## src/rtl/seg7_scanner.sv

```systemverilog
// Two-digit multiplexed 7-segment driver; shows an 8-bit value as two hex digits, refreshed once per frame.
// Latency: one cycle, registered outputs; value is snapshotted at the frame boundary, so display lags by at most 2*PRESCALE+1 cycles.
// Backpressure: none; free-running scan. blank_i darkens the outputs without disturbing the scan timing.
//
// Ports:
//   clk_i      rising-edge clock
//   rst_ni     asynchronous active-low reset
//   value_i    8-bit count to display; sampled only on the last cycle of a frame
//   blank_i    forces the display dark (one-cycle latency)
//   seg_o      segments {g,f,e,d,c,b,a}, registered, polarity set by SEG_ACTIVE_LOW
//   dig_sel_o  one-hot digit enable (bit0 = low nibble, bit1 = high nibble), registered
//   frame_o    one-cycle pulse when a new snapshot starts being scanned out
module seg7_scanner #(
    parameter int PRESCALE       = 8,
    parameter int DEAD           = 2,
    parameter bit SEG_ACTIVE_LOW = 1'b0
) (
    input  logic       clk_i,
    input  logic       rst_ni,
    input  logic [7:0] value_i,
    input  logic       blank_i,
    output logic [6:0] seg_o,
    output logic [1:0] dig_sel_o,
    output logic       frame_o
);

    localparam int             CW      = $clog2(PRESCALE);
    localparam logic [CW-1:0]  C_LAST  = CW'(PRESCALE - 1);
    localparam logic [CW-1:0]  C_DEAD  = CW'(DEAD);
    // XOR masks applied at the output registers; reset values use them too,
    // so "inactive" is all-ones for an active-low board.
    localparam logic [6:0]     SEG_INV = {7{SEG_ACTIVE_LOW}};
    localparam logic [1:0]     DIG_INV = {2{SEG_ACTIVE_LOW}};

    typedef enum logic {
        SLOT_LO = 1'b0,
        SLOT_HI = 1'b1
    } slot_e;

    logic [CW-1:0] c_q, c_d;
    slot_e         slot_q, slot_d;
    logic [7:0]    snap_q, snap_d;
    logic [6:0]    seg_q, seg_d;
    logic [1:0]    dig_q, dig_d;
    logic          frame_q, frame_d;

    logic          wrap;
    logic          capture;
    logic          dark;
    logic [3:0]    nibble;

    function automatic logic [6:0] hex7(input logic [3:0] n);
        logic [6:0] r;
        case (n)
            4'h0:    r = 7'h3F;
            4'h1:    r = 7'h06;
            4'h2:    r = 7'h5B;
            4'h3:    r = 7'h4F;
            4'h4:    r = 7'h66;
            4'h5:    r = 7'h6D;
            4'h6:    r = 7'h7D;
            4'h7:    r = 7'h07;
            4'h8:    r = 7'h7F;
            4'h9:    r = 7'h6F;
            4'hA:    r = 7'h77;
            4'hB:    r = 7'h7C;
            4'hC:    r = 7'h39;
            4'hD:    r = 7'h5E;
            4'hE:    r = 7'h79;
            default: r = 7'h71;
        endcase
        return r;
    endfunction

    always_ff @(posedge clk_i or negedge rst_ni) begin
        if (!rst_ni) begin
            c_q     <= '0;
            slot_q  <= SLOT_LO;
            snap_q  <= '0;
            seg_q   <= SEG_INV;
            dig_q   <= DIG_INV;
            frame_q <= 1'b0;
        end else begin
            c_q     <= c_d;
            slot_q  <= slot_d;
            snap_q  <= snap_d;
            seg_q   <= seg_d;
            dig_q   <= dig_d;
            frame_q <= frame_d;
        end
    end

    always_comb begin
        wrap    = (c_q == C_LAST);
        c_d     = c_q + 1'b1;
        slot_d  = slot_q;
        if (wrap) begin
            c_d    = '0;
            slot_d = (slot_q == SLOT_LO) ? SLOT_HI : SLOT_LO;
        end

        // The snapshot reloads on the same edge that returns the scan to
        // slot 0, so both digits of a frame always come from one sample.
        capture = wrap && (slot_q == SLOT_HI);
        snap_d  = capture ? value_i : snap_q;
        frame_d = capture;

        // Dead-time at the start of every slot lets the previous digit's
        // driver turn off before the next one lights (anti-ghosting).
        nibble = (slot_q == SLOT_HI) ? snap_q[7:4] : snap_q[3:0];
        dark   = blank_i || (c_q < C_DEAD);

        seg_d = SEG_INV;
        dig_d = DIG_INV;
        if (!dark) begin
            seg_d = hex7(nibble) ^ SEG_INV;
            dig_d = ((slot_q == SLOT_HI) ? 2'b10 : 2'b01) ^ DIG_INV;
        end
    end

    assign seg_o     = seg_q;
    assign dig_sel_o = dig_q;
    assign frame_o   = frame_q;

endmodule

```

## config.mk

```make
export PLATFORM = sky130hd
export DESIGN_NAME = seg7_scanner
export DESIGN_NICKNAME = d
export VERILOG_FILES = /design/src/rtl/seg7_scanner.sv
export SDC_FILE = /design/constraint.sdc
export NUM_CORES = 1
export LEC_CHECK = 0
export CORE_UTILIZATION = 53
export DETAILED_ROUTE_END_ITERATION = 6
export PLACE_DENSITY = 0.82
export SYNTH_ARGS = -nofsm -noshare
export SYNTH_HDL_FRONTEND = slang
export SYNTH_SLANG_ARGS = --single-unit
```

## constraint.sdc

```tcl
create_clock -name clk_i -period 4.04 [get_ports clk_i]
set_input_delay 1.212 -clock clk_i [delete_from_list [all_inputs] [get_ports clk_i]]
set_output_delay 1.212 -clock clk_i [all_outputs]
set_load 0.05 [all_outputs]
```

==> results_dict.tcl <==
set metrics [dict create \
    rsz0062_at_grt "false" \
    insertion_delay_ns 0.29 \
    syn_nets 97 \
    peakVddDrop_mv 0.189 \
    synth_top_area_cell "dfrtp_1" \
    dr.pass1.iters 4 \
    combPwrFrac_pct 9.7 \
    p_leak_nw 0.598 \
    whs_path_depth 1 \
    cp_top_family "buffers and inverters" \
    vias_per_cell 5.25 \
    fp.dieH_um 46.1 \
    die_w_um 46.1 \
    ys_ff_latch 22 \
    p_per_area_nw_per_um2 297 \
    initial_core_util_pct 57.9 \
    synth_cell_types 23 \
    reg2reg_slack_ns 1.90 \
    drive_gt1_share_pct 18.2 \
    synth.avg_cell_area_um2 13.2 \
    synth_top_area_share_pct 53.3 \
    area_delta_synth_final_pct 23.4 \
    instances_no_fill 124 \
    max-cap-violations 0 \
    utilization_pct 71.4 \
    cts-htree-levels 1 \
    tns_ns 0 \
    pin_count 21 \
    grt_max_degree 23 \
    finalWirelength_um 1570 \
    setup_viol 0 \
    clockBufferDepth 2 \
    timing.rr.start "slot_q" \
    placed_cells 120 \
    cts.reportedPaths.clkPinSlew_ns 0.11 \
    internal_power_uw 298 \
    cts_root_buf "clkbuf_4" \
    syn_area_um2 1030 \
    cts_tree "yes" \
    grt_overflow_total 0 \
    hold_path_end "c_q[0]" \
    holdCritStartpoint "c_q[0]" \
    endpoint_kind "output pin" \
    critPathArrivalTime_ns 1.44 \
    post_drt_wl_per_cell_um 12.6 \
    status "completed" \
    drc 0 \
    die-area_um2 2130 \
    startpoint_type "flip-flop" \
    crit_required_ns 2.83 \
    routabilityCongestion 0.777 \
    vias 651 \
    holdBufCountCts 0 \
    cts_resized 0 \
    hold_viol_final 0 \
    yosysSeqAreaShare_pct 53.3 \
    skew_ns 0.000935 \
    worstRegToRegCells 5 \
    antenna_found_initial 0 \
    worst_pin_slew_ns 0.937 \
    cts.sinks 22 \
    report.final.slew_viol_count 0 \
    r2r-end "seg_o[3]" \
    post-cts-setup-buffers 0 \
    cp_slowest_cell "clkdlybuf4s50_1" \
    crit_chain "clkdlybuf4s50_1" \
    path_buf_inv 1 \
    port_buffers 20 \
    grt_pass1_vias 620 \
    synthCells 78 \
    switchingPower_uw 80.4 \
    yosys-top-cells-area "dfrtp_1 (53%), ha_1 (9.7%), mux2_2 (8.7%)" \
    coreArea_um2 1780 \
    seq_power_share_pct 59.8 \
    fmax_ghz 0.376 \
    antenna_cells 0 \
    clockPowerShare_pct 30.5 \
    timing.final.crit_share_pct 65.7 \
    grt.total_usage_pct 17.8 \
    path_max_fanout 1 \
    swShare_pct 21.2 \
    whs_ns 0.446 \
    numCtsBuffers 3 \
    relSlewSlack_pct 37.3 \
    crit_type "flip-flop to output pin" \
    yosys_warnings 0 \
    nets 119 \
    ant_nets 0 \
    rows 15 \
    grt_pass1_wl_um 2610 \
    hp-class "flip-flop to flip-flop" \
    period_minus_slack_ns 2.66 \
    critPathMaxStageDelay_ns 0.80 \
    drt_iter0_drc 7 \
]
-- cell usage after synthesis (all sizes together) --
cell type,number
ha,8
nand2,2
xor2,1
mux2i,3
nor4,1
a221oi,3
inv,5
a21oi,2
nor2,8
dfrtp,22
mux2,10
mux4,1
a311oi,1
nor3,1
clkbuf,1
a211oi,2
o21bai,1
buf,2
and2,1
o21ai,2
o41ai,1
-- per-stage QoR --
| step | power (mW) | cell area (um2) | setup WS (ns) |
|---|---|---|---|
| floorplan | 0.251 | 1030 | 1.99 |
| global placement | 0.266 | 1240 | 1.57 |
| detailed placement | 0.268 | 1240 | 1.48 |
| CTS | 0.385 | 1270 | 1.36 |
| finish | 0.379 | 1270 | 1.38 |
| global route | 0.394 | 1270 | 1.32 |
-- kinds of logic after synthesis --
group	after synthesis	synth area share [%]
flops	22	53.3
buf+inv	8	4.36
mux	14	17.1
xor+xnor	1	0.849
compound gates	12	9.09
fa+ha+maj	8	9.70
simple gates	13	5.58
-- registers in the layout, summed over array words and instances, names as in the netlist --
register   flops
frame_o        1
seg_o          7
snap_q         8
dig_sel_o      2
slot_q         1
c_q            3
-- cell type report --
| class | count | area (um2) |
|---|---|---|
| Clock buffer | 4 | 36.3 |
| Fill cell | 133 | 509 |
| Inverter | 5 | 18.8 |
| Multi-Input combinational cell | 48 | 437 |
| Sequential cell | 22 | 551 |
| Tap cell | 25 | 31.3 |
| Timing Repair Buffer | 20 | 200 |
-- power groups by stage --
stage	Clock, mW	Sequential (mW)	Combinational, mW
floorplan	0	0.230	0.0208
global placement	0	0.231	0.0355
detailed placement	0	0.231	0.0369
CTS	0.122	0.227	0.0370
global route	0.126	0.227	0.0415
finish	0.116	0.227	0.0367
-- metal layers --
metal / vias to the layer above / global-route usage (%) / part of all wire [%]
li1: 315 / - / -
met3: 2 / 3.53 / 3.6
met1: 316 / 20.8 / 44
met5: - / 0 / 0
met2: 18 / 31.8 / 51
met4: 0 / 7.06 / 0.96
-- layout by cell type (no fill, tap or decap), drive strengths merged --
cell type / instances
o21ai: 2
o21bai: 1
clkbuf: 4
mux2: 10
inv: 5
mux4: 1
mux2i: 3
nor4: 1
clkdlybuf4s50: 20
xor2: 1
and2: 1
nand2: 2
ha: 8
a211oi: 2
nor3: 1
a311oi: 1
a21oi: 2
a221oi: 3
dfrtp: 22
o41ai: 1
nor2: 8
-- how the worst max path moves through the flow --
stage               startpoint       end  slack, ns  cells past startpoint
global placement       blank_i  seg_o[0]       1.57                      5
detailed placement     blank_i  seg_o[0]       1.48                      5
floorplan              blank_i  seg_o[0]       1.99                      5
CTS                   seg_o[6]  seg_o[6]       1.36                      1
finish                seg_o[6]  seg_o[6]       1.38                      1
global route          seg_o[1]  seg_o[1]       1.32                      1
Power figures use the tool's default switching activity.
